===== src/rtl/key_pkg.sv =====
// Shared types and constants for the key pulse conditioner: channel states,
// key indices and default timing parameters.
package key_pkg;

   typedef enum logic [1:0] {
      IDLE = 2'd0,
      ARM  = 2'd1,
      HOLD = 2'd2
   } chan_state_e;

   localparam int KEY_RECD = 0;
   localparam int KEY_PLAY = 1;
   localparam int KEY_STOP = 2;

   localparam int N_KEYS_DEF          = 3;
   localparam int DEBOUNCE_CYCLES_DEF = 1000000;
   localparam int BCLK_TIMEOUT_DEF    = 4096;

   // Counter width able to hold n-1; never narrower than one bit.
   function automatic int cnt_width(input int n);
      return (n > 1) ? $clog2(n) : 1;
   endfunction

endpackage


===== src/rtl/key_pulse_conditioner_if.sv =====
// Key/BCLK bundle between the push-button front end and its consumer.
interface key_pulse_conditioner_if #(
   parameter int N_KEYS = 3
);
   logic [N_KEYS-1:0] key_n;
   logic              aud_bclk;
   logic [N_KEYS-1:0] key;
   logic [N_KEYS-1:0] key_level;
   logic              timeout;

   modport master (
      output key_n,
      output aud_bclk,
      input  key,
      input  key_level,
      input  timeout
   );

   modport slave (
      input  key_n,
      input  aud_bclk,
      output key,
      output key_level,
      output timeout
   );
endinterface


===== src/rtl/key_debounce.sv =====
// One push-button channel: 2-FF synchroniser, hold-time debounce counter and
// a one-cycle press strobe on the accepted released->pressed transition.
module key_debounce
   import key_pkg::*;
#(
   parameter int DEBOUNCE_CYCLES = DEBOUNCE_CYCLES_DEF
) (
   input  logic i_50M_clk,
   input  logic i_rst_n,
   input  logic i_key_n,
   output logic o_stable,
   output logic o_press_evt
);
   localparam int             CW       = cnt_width(DEBOUNCE_CYCLES);
   localparam logic [CW-1:0]  CNT_LAST = CW'(DEBOUNCE_CYCLES - 1);

   logic          key_meta_r;
   logic          key_sync_r;
   logic          stable_r;
   logic          press_evt_r;
   logic [CW-1:0] cnt_r;

   // Bring the inverted raw key into the clock domain.
   always_ff @(posedge i_50M_clk or negedge i_rst_n) begin
      if (!i_rst_n) begin
         key_meta_r <= 1'b0;
         key_sync_r <= 1'b0;
      end else begin
         key_meta_r <= ~i_key_n;
         key_sync_r <= key_meta_r;
      end
   end

   // Accept a new level only after it differs for DEBOUNCE_CYCLES consecutive cycles.
   always_ff @(posedge i_50M_clk or negedge i_rst_n) begin
      if (!i_rst_n) begin
         stable_r    <= 1'b0;
         press_evt_r <= 1'b0;
         cnt_r       <= {CW{1'b0}};
      end else if (key_sync_r != stable_r) begin
         if (cnt_r == CNT_LAST) begin
            stable_r    <= key_sync_r;
            press_evt_r <= key_sync_r;
            cnt_r       <= {CW{1'b0}};
         end else begin
            stable_r    <= stable_r;
            press_evt_r <= 1'b0;
            cnt_r       <= cnt_r + CW'(1);
         end
      end else begin
         stable_r    <= stable_r;
         press_evt_r <= 1'b0;
         cnt_r       <= {CW{1'b0}};
      end
   end

   assign o_stable    = stable_r;
   assign o_press_evt = press_evt_r;

endmodule


===== src/rtl/key_pulse_conditioner.sv =====
// Debounces the push-buttons and turns each press into an o_key pulse aligned
// to oversampled BCLK rising edges so a BCLK-domain FSM sees it exactly once.
module key_pulse_conditioner
   import key_pkg::*;
#(
   parameter int N_KEYS          = N_KEYS_DEF,
   parameter int DEBOUNCE_CYCLES = DEBOUNCE_CYCLES_DEF,
   parameter int BCLK_TIMEOUT    = BCLK_TIMEOUT_DEF
) (
   input  logic                     i_50M_clk,
   input  logic                     i_rst_n,
   key_pulse_conditioner_if.slave   bus
);
   localparam int            TW         = cnt_width(BCLK_TIMEOUT);
   localparam logic [TW-1:0] TIMER_LAST = TW'(BCLK_TIMEOUT - 1);

   logic              bclk_meta_r;
   logic              bclk_sync_r;
   logic              bclk_hist_r;
   logic              bclk_rise_s;
   logic [N_KEYS-1:0] stable_s;
   logic [N_KEYS-1:0] press_evt_s;
   logic [N_KEYS-1:0] abort_s;
   logic [N_KEYS-1:0] key_vec_s;
   logic [N_KEYS-1:0] key_level_r;
   logic              timeout_r;

   // BCLK is only ever sampled as data; the history bit yields a one-cycle rise strobe.
   always_ff @(posedge i_50M_clk or negedge i_rst_n) begin
      if (!i_rst_n) begin
         bclk_meta_r <= 1'b0;
         bclk_sync_r <= 1'b0;
         bclk_hist_r <= 1'b0;
      end else begin
         bclk_meta_r <= bus.aud_bclk;
         bclk_sync_r <= bclk_meta_r;
         bclk_hist_r <= bclk_sync_r;
      end
   end

   assign bclk_rise_s = bclk_sync_r & ~bclk_hist_r;

   for (genvar g = 0; g < N_KEYS; g++) begin : g_chan
      chan_state_e   state_r;
      logic [TW-1:0] timer_r;
      logic          key_r;

      key_debounce #(
         .DEBOUNCE_CYCLES (DEBOUNCE_CYCLES)
      ) u_debounce (
         .i_50M_clk   (i_50M_clk),
         .i_rst_n     (i_rst_n),
         .i_key_n     (bus.key_n[g]),
         .o_stable    (stable_s[g]),
         .o_press_evt (press_evt_s[g])
      );

      // Presses arriving while a pulse is in flight are dropped rather than queued.
      always_ff @(posedge i_50M_clk or negedge i_rst_n) begin
         if (!i_rst_n) begin
            state_r <= IDLE;
            timer_r <= {TW{1'b0}};
            key_r   <= 1'b0;
         end else begin
            case (state_r)
               IDLE: begin
                  timer_r <= {TW{1'b0}};
                  key_r   <= 1'b0;
                  if (press_evt_s[g]) state_r <= ARM;
                  else                state_r <= IDLE;
               end
               ARM: begin
                  if (bclk_rise_s) begin
                     state_r <= HOLD;
                     timer_r <= {TW{1'b0}};
                     key_r   <= 1'b1;
                  end else if (timer_r == TIMER_LAST) begin
                     state_r <= IDLE;
                     timer_r <= {TW{1'b0}};
                     key_r   <= 1'b0;
                  end else begin
                     state_r <= ARM;
                     timer_r <= timer_r + TW'(1);
                     key_r   <= 1'b0;
                  end
               end
               HOLD: begin
                  if (bclk_rise_s || (timer_r == TIMER_LAST)) begin
                     state_r <= IDLE;
                     timer_r <= {TW{1'b0}};
                     key_r   <= 1'b0;
                  end else begin
                     state_r <= HOLD;
                     timer_r <= timer_r + TW'(1);
                     key_r   <= 1'b1;
                  end
               end
               default: begin
                  state_r <= IDLE;
                  timer_r <= {TW{1'b0}};
                  key_r   <= 1'b0;
               end
            endcase
         end
      end

      assign abort_s[g]   = (state_r != IDLE) && !bclk_rise_s && (timer_r == TIMER_LAST);
      assign key_vec_s[g] = key_r;
   end

   // Registered debounced levels and the merged abort flag.
   always_ff @(posedge i_50M_clk or negedge i_rst_n) begin
      if (!i_rst_n) begin
         key_level_r <= {N_KEYS{1'b0}};
         timeout_r   <= 1'b0;
      end else begin
         key_level_r <= stable_s;
         timeout_r   <= |abort_s;
      end
   end

   assign bus.key       = key_vec_s;
   assign bus.key_level = key_level_r;
   assign bus.timeout   = timeout_r;

endmodule


===== src/flat_wrapper.sv =====
// flat-port wrapper written by rule: the top's interface ports become plain ports
module key_pulse_conditioner_flat import key_pkg::*;
#(
   parameter int N_KEYS          = N_KEYS_DEF,
   parameter int DEBOUNCE_CYCLES = DEBOUNCE_CYCLES_DEF,
   parameter int BCLK_TIMEOUT    = BCLK_TIMEOUT_DEF
)
  (i_50M_clk, i_rst_n, bus_key_n, bus_aud_bclk, bus_key, bus_key_level, bus_timeout);
  key_pulse_conditioner_if #(.N_KEYS(N_KEYS)) bus_i ();
  input  logic i_50M_clk;
  input  logic i_rst_n;
  input wire logic [$bits(bus_i.key_n)-1:0] bus_key_n;
  input wire logic [$bits(bus_i.aud_bclk)-1:0] bus_aud_bclk;
  output wire logic [$bits(bus_i.key)-1:0] bus_key;
  output wire logic [$bits(bus_i.key_level)-1:0] bus_key_level;
  output wire logic [$bits(bus_i.timeout)-1:0] bus_timeout;
  assign bus_i.key_n = bus_key_n;
  assign bus_i.aud_bclk = bus_aud_bclk;
  assign bus_key = bus_i.key;
  assign bus_key_level = bus_i.key_level;
  assign bus_timeout = bus_i.timeout;
  key_pulse_conditioner #(.N_KEYS(N_KEYS), .DEBOUNCE_CYCLES(DEBOUNCE_CYCLES), .BCLK_TIMEOUT(BCLK_TIMEOUT)) u_core (.i_50M_clk(i_50M_clk), .i_rst_n(i_rst_n), .bus(bus_i));
endmodule

===== config.mk =====
export PLATFORM = sky130hd
export DESIGN_NAME = key_pulse_conditioner_flat
export DESIGN_NICKNAME = d
export VERILOG_FILES = /design/src/rtl/key_pkg.sv /design/src/rtl/key_pulse_conditioner_if.sv /design/src/rtl/key_debounce.sv /design/src/rtl/key_pulse_conditioner.sv /design/src/flat_wrapper.sv
export SDC_FILE = /design/constraint.sdc
export NUM_CORES = 1
export LEC_CHECK = 0
export ABC_AREA = 1
export CORE_ASPECT_RATIO = 0.8
export CORE_MARGIN = 1.5
export CORE_UTILIZATION = 62
export DETAILED_ROUTE_END_ITERATION = 10
export GPL_ROUTABILITY_DRIVEN = 1
export HOLD_SLACK_MARGIN = 0.15
export PLACE_DENSITY = 0.79
export SYNTH_ARGS = -nofsm -noshare
export SYNTH_HDL_FRONTEND = slang
export SYNTH_SLANG_ARGS = --single-unit
export TNS_END_PERCENT = 10

===== constraint.sdc =====
create_clock -name i_50M_clk -period 1.8 [get_ports i_50M_clk]
set_input_delay 0.54 -clock i_50M_clk [delete_from_list [all_inputs] [get_ports i_50M_clk]]
set_output_delay 0.54 -clock i_50M_clk [all_outputs]
set_load 0.1 [all_outputs]

# Yosys cells after proc, flatten, opt, wreduce, memory -nomap -nowiden
# Index checks and enable logic that the tools add are counted.
[op_classes]
n_addsub = 6
eq_ne = 15
n_mux = 46
n_bitwise = 5
reduce_logical = 20
[ops]
columns = ["op", "count"]
rows = [
  ["20-bit two-way mux", 6],
  ["12-bit two-way mux", 9],
  ["12-bit case mux with 2 select lines", 3],
  ["20-bit by 1-bit adder with 20-bit output, second input constant", 3],
  ["20-bit equality test, second input constant", 3],
  ["12-bit by 1-bit adder with 12-bit output, second input constant", 3],
  ["12-bit equality test, second input constant", 3],
  ["2-bit case mux with 3 select lines", 3],
  ["1-bit two-way mux", 16],
  ["2-bit two-way mux", 6],
  ["2-bit by 1-bit equality test with 1-bit output, second input constant", 3],
  ["2-bit equality test, second input constant", 3],
  ["1-bit logical AND", 6],
  ["2-bit zero test", 3],
  ["1-bit case mux with 2 select lines", 3],
  ["2-bit AND reduction", 3],
  ["2-bit nonzero test", 3],
  ["1-bit NOT", 4],
  ["1-bit logical OR", 3],
  ["1-bit inequality test", 3],
  ["3-bit OR reduction", 1],
  ["1-bit bitwise AND", 1],
  ["1-bit zero test", 1],
]
[totals]
reg_bits = 124
in_bits = 6

# Longest topological paths before layout
[depth]
depth_word = 6
mapped_depth = 9

# Modules after synthesis
# A second synthesis with hierarchy kept.
[unflattened]
hier_cells = 780
area_unflattened_um2 = 6613.8
[by_module_without_submodules]
columns = ["mod", "instances", "cells_each", "area_each_um2", "seq_area_each_um2"]
rows = [
  ["key_debounce", 3, 164, 1321.3, 600.6],
  ["key_pulse_conditioner", 1, 288, 2650.0, 1301.2],
]

# Worst setup path before layout
# No wires, ideal clock.
[synth_path]
path_kind = "register to output"
start = "reg u_core.key_level_r[0], in the netlist u_core.bus.key_level[0]"
end = "out bus_key_level[0]"
arrival_time_ns = 0.883
t_required_ns = 1.260
setup_slack_ns = 0.377
path_stages_with_launch = 1
path_buffers = 0
path_cell_list = "dfrtp_1"
[synth_rtl]
columns = ["item", "line", "source"]
rows = [
  ["start, declared", "key_pulse_conditioner.sv:25", "logic [N_KEYS-1:0] key_level_r;"],
  ["start signal, assigned", "key_pulse_conditioner.sv:114", "key_level_r <= {N_KEYS{1'b0}};"],
  ["start signal, assigned", "key_pulse_conditioner.sv:117", "key_level_r <= stable_s;"],
  ["end, declared", "flat_wrapper.sv:15", "output wire logic [$bits(bus_i.key_level)-1:0] bus_key_level;"],
]
# No word-level cell between the ends.

# Worst setup path after layout
[layout_path]
start = "reg u_core.g_chan[2].timer_r[0]"
end = "reg u_core.g_chan[2].timer_r[8]"
[layout_via]
elab_chain_cells = 4
word_cells_on_any_way = 7
classes_between = "1 x add/sub; 1 x eq/ne; 4 x mux; 1 x reduce/logical"
[layout_rtl]
columns = ["item", "line", "source"]
rows = [
  ["start, declared", "key_pulse_conditioner.sv:45", "logic [TW-1:0] timer_r;"],
  ["start signal, assigned", "key_pulse_conditioner.sv:62", "timer_r <= {TW{1'b0}};"],
  ["start signal, assigned", "key_pulse_conditioner.sv:67", "timer_r <= {TW{1'b0}};"],
  ["start signal, assigned", "key_pulse_conditioner.sv:75", "timer_r <= {TW{1'b0}};"],
  ["12-bit by 1-bit adder with 12-bit output / 12-bit equality test (equally long branches)", "-", ""],
  ["12-bit two-way mux / 1-bit logical OR (equally long branches)", "key_pulse_conditioner.sv:77, key_pulse_conditioner.sv:88", ""],
  ["12-bit two-way mux (on tied branches)", "key_pulse_conditioner.sv:73, key_pulse_conditioner.sv:88", ""],
  ["12-bit case mux with 2 select lines (*)", "key_pulse_conditioner.sv:65", "case (state_r)"],
]
# Mark *: on every way between the ends. The rest lies on a longest branch, timed or not.
# A chain may end at the register's enable or synchronous reset.

==> flow_summary.ini <==
[power_and_ir_drop]
max-vdd-ir-drop_v = 0.000819
power-per-cell-area_nw_per_um2 = 861
leakagePower_nw = 3.16

[clock_network]
cts_sinks = 124
clk_path_buf_depth = 2
numCtsBuffers = 17
post-cts-setup-buffers = 0
cts_tree = done
insertion_delay_ns = 0.41
clkTransAtPathRegs_ns = 0.05
root_buffer = clkbuf_16
h-tree-depth = 4

[min_path]
hold_depth = 0
hold_class = flip-flop to flip-flop
worstHoldStart = u_core.g_chan[0].u_debounce.key_meta_r
holdPathEnd = u_core.g_chan[0].u_debounce.key_sync_r

[cells_and_area]
nFillCells = 693
fin_util = 0.747
multi_input_area_sq_um = 2880
final_cell_mix = 164 x nor2_1, 135 x nand2_1, 124 x dfrtp_1
nets = 792
syn_to_final_growth_pct = 15.4
n_antenna_cell = 0
drive_gt1_frac = 0.137
final_common_cell = nor2_1
stdcell_count = 915
regArea_sq_um = 3100

[worst_setup_path]
reg2reg_slack_ns = 0.15
cp-start-kind = flip-flop
worstPathMaxFanout = 11
endpoint_kind = flip-flop
crit_required_ns = 2.12
rr_endpoint = u_core.g_chan[2].timer_r[8]
critPathKind = flip-flop to flip-flop
worstPathArrival_ns = 1.96
reg2reg_depth = 6
r2r-start = u_core.g_chan[2].timer_r[0]

[yosys]
netlist_instances = 735
ys_ff_latch = 124
synth_largest_area_cell = dfrtp_1
yosys_warnings = 0
avgSynthCellArea_sq_um = 8.60
synthTopCellsByArea = dfrtp_1 49%, nor2_1 9.7%, nand2_1 8.0%, xor2_1 4.9%, inv_1 4.2%
synth_ff_type = dfrtp_1
post_synth_num_cell_types = 31
synth-edff-count = 0
syn-num-nets = 759
ys_seq_area_frac = 0.491
yosys.area.top_type_share = 0.491
syn_area_sq_um = 6320
ys_async_sr_fraction = 1.00

[job]
cap_violations = 0

[place]
place.port_buffers = 12
routabilityCongestion = 0.911
dpl.hpwl_microns = 8280
dp_cells = 884

[floorplan]
rows = 32
ios = 13
core_area_sq_um = 9770
initial_utilization = 0.647
die-area_sq_um = 10800
die_y_microns = 93.3
die_w_microns = 116

[global_routing]
grt_antenna_before_repair = 0
grt_pass1_vias = 4662
grt_max_degree = 35
overflow = 0
grt_pass1_wl_microns = 21200
grt_usage = 0.253

[sta]
rsz0062_at_grt = no
layout_min_cycle_time_ns = 1.65
fmax_ghz = 0.607
finalClockSkew_ns = 0.00714
timing.setup.tns_ns = 0
setup_viol = 0
hold_viol = 0
slew_headroom = 0.697
post-route-period-util = 0.915
slew_viol_final = 0
worst_slew_pin_slew_ns = 0.455

[outcome]
status = finished clean

[routing]
drtIter0Drc = 382
via_count = 4723
routed_via_density = 5.16
drc = 0
routedWlPerCell_microns = 13.1
drt_pass1_iterations = 5
routed_wl_microns = 12000
ant_nets = 0
==> kinds of logic (layout without fill, tap and decap cells) <==
group           Yosys count  in the layout  share of synthesized area
compound gates           30             30                     0.0253
xor+xnor                 54             54                     0.0749
fa+ha+maj                18             18                     0.0356
buf+inv                  84            128                     0.0541
flops                   124            124                      0.491
simple gates            425            425                      0.319
==> state kept, by name, indices dropped and copies added, names as in the netlist <==
name / cells
u_core.g_chan.timer_r: 36
u_core.bus.key_level: 3
u_core.g_chan.u_debounce.o_stable: 3
u_core.g_chan.u_debounce.cnt_r: 60
u_core.g_chan.u_debounce.key_meta_r: 3
u_core.bclk_meta_r: 1
u_core.g_chan.u_debounce.o_press_evt: 3
u_core.bclk_sync_r: 1
u_core.g_chan.state_r: 6
u_core.bus.timeout: 1
u_core.g_chan.u_debounce.key_sync_r: 3
u_core.bclk_hist_r: 1
u_core.g_chan.key_r: 3
==> worst max path at each step <==
stage	depth (start not counted)	to	from	slack (ns)
3_5_place_dp	6	u_core.g_chan[1].timer_r[8]	u_core.g_chan[1].timer_r[0]	0.09
2_1_floorplan	0	bus_key_level[0]	u_core.bus.key_level[0]	0.38
6_report	6	u_core.g_chan[2].timer_r[8]	u_core.g_chan[2].timer_r[0]	0.15
3_3_place_gp	6	u_core.g_chan[2].timer_r[8]	u_core.g_chan[2].timer_r[0]	0.25
4_1_cts	6	u_core.g_chan[1].timer_r[2]	u_core.g_chan[1].timer_r[0]	0.06
5_1_grt	6	u_core.g_chan[2].timer_r[2]	u_core.g_chan[2].state_r[0]	0.0005
==> area by class of cell <==
| class | instances | share of cell area |
|---|---|---|
| clock buffers | 23 | 0.0655 |
| clock inverters | 7 | 0.0123 |
| multi-input cells | 527 | 0.395 |
| flip-flops and latches | 124 | 0.425 |
| repair buffers | 21 | 0.0388 |
| inverters | 77 | 0.0400 |
| well taps | 136 | 0.0233 |
==> cells in the mapped netlist (6+ instances only) <==
library cell / n
nand3_2: 8
o21ai_0: 7
nor2_4: 12
nor2_1: 164
buf_4: 6
xnor2_1: 19
inv_1: 71
nor2_2: 13
nand2_2: 13
dfrtp_1: 124
nand2_1: 135
a21oi_1: 17
nand4_1: 11
nand3_1: 37
ha_1: 18
xor2_1: 35
nor3b_1: 7
nor3_1: 11
==> metal layers <==
| layer | share of wire | vias to the layer above | track usage |
|---|---|---|---|
| met1 | 0.47 | 2283 | 0.336 |
| li1 | - | 2355 | - |
| met5 | 0 | - | 0 |
| met3 | 0.036 | 8 | 0.0564 |
| met4 | 0.0072 | 0 | 0.0701 |
| met2 | 0.49 | 77 | 0.421 |
==> what timing repair did <==
item	4_1_cts	5_1_grt
gates resized for setup	0	1
setup endpoints to repair	0	11
hold buffers	1	0
hold endpoints to repair	27	0
==> worst max-delay path, stage by stage (launching register included) <==
cell and delay [ns]:
dfrtp_1 0.38, ha_1 0.22, nand2_1 0.13, nor2_2 0.08
nand3_1 0.13, nand3_1 0.32, nor3b_1 0.28
==> where the power goes <==
group / switching, W / leakage, nW / internal [W] / total (W)
Sequential: 0.0000193 / 1.70 / 0.00282 / 0.00284
Combinational: 0.000119 / 1.18 / 0.0000531 / 0.000172
Clock: 0.00115 / 0.275 / 0.00212 / 0.00327
==> through the flow <==
stage | total power [W] | instance area, sq um | setup slack, ns | hold WS (ns)
after floorplan | 0.00295 | 6320 | 0.377 | 0.244
after global placement | 0.00305 | 6710 | 0.249 | 0.337
after detailed placement | 0.00306 | 6710 | 0.0937 | 0.341
after CTS | 0.00633 | 7290 | 0.0626 | 0.353
after global routing | 0.00651 | 7290 | 0.000457 | 0.366
final | 0.00628 | 7290 | 0.153 | 0.352
Power figures use the tool's default switching activity.
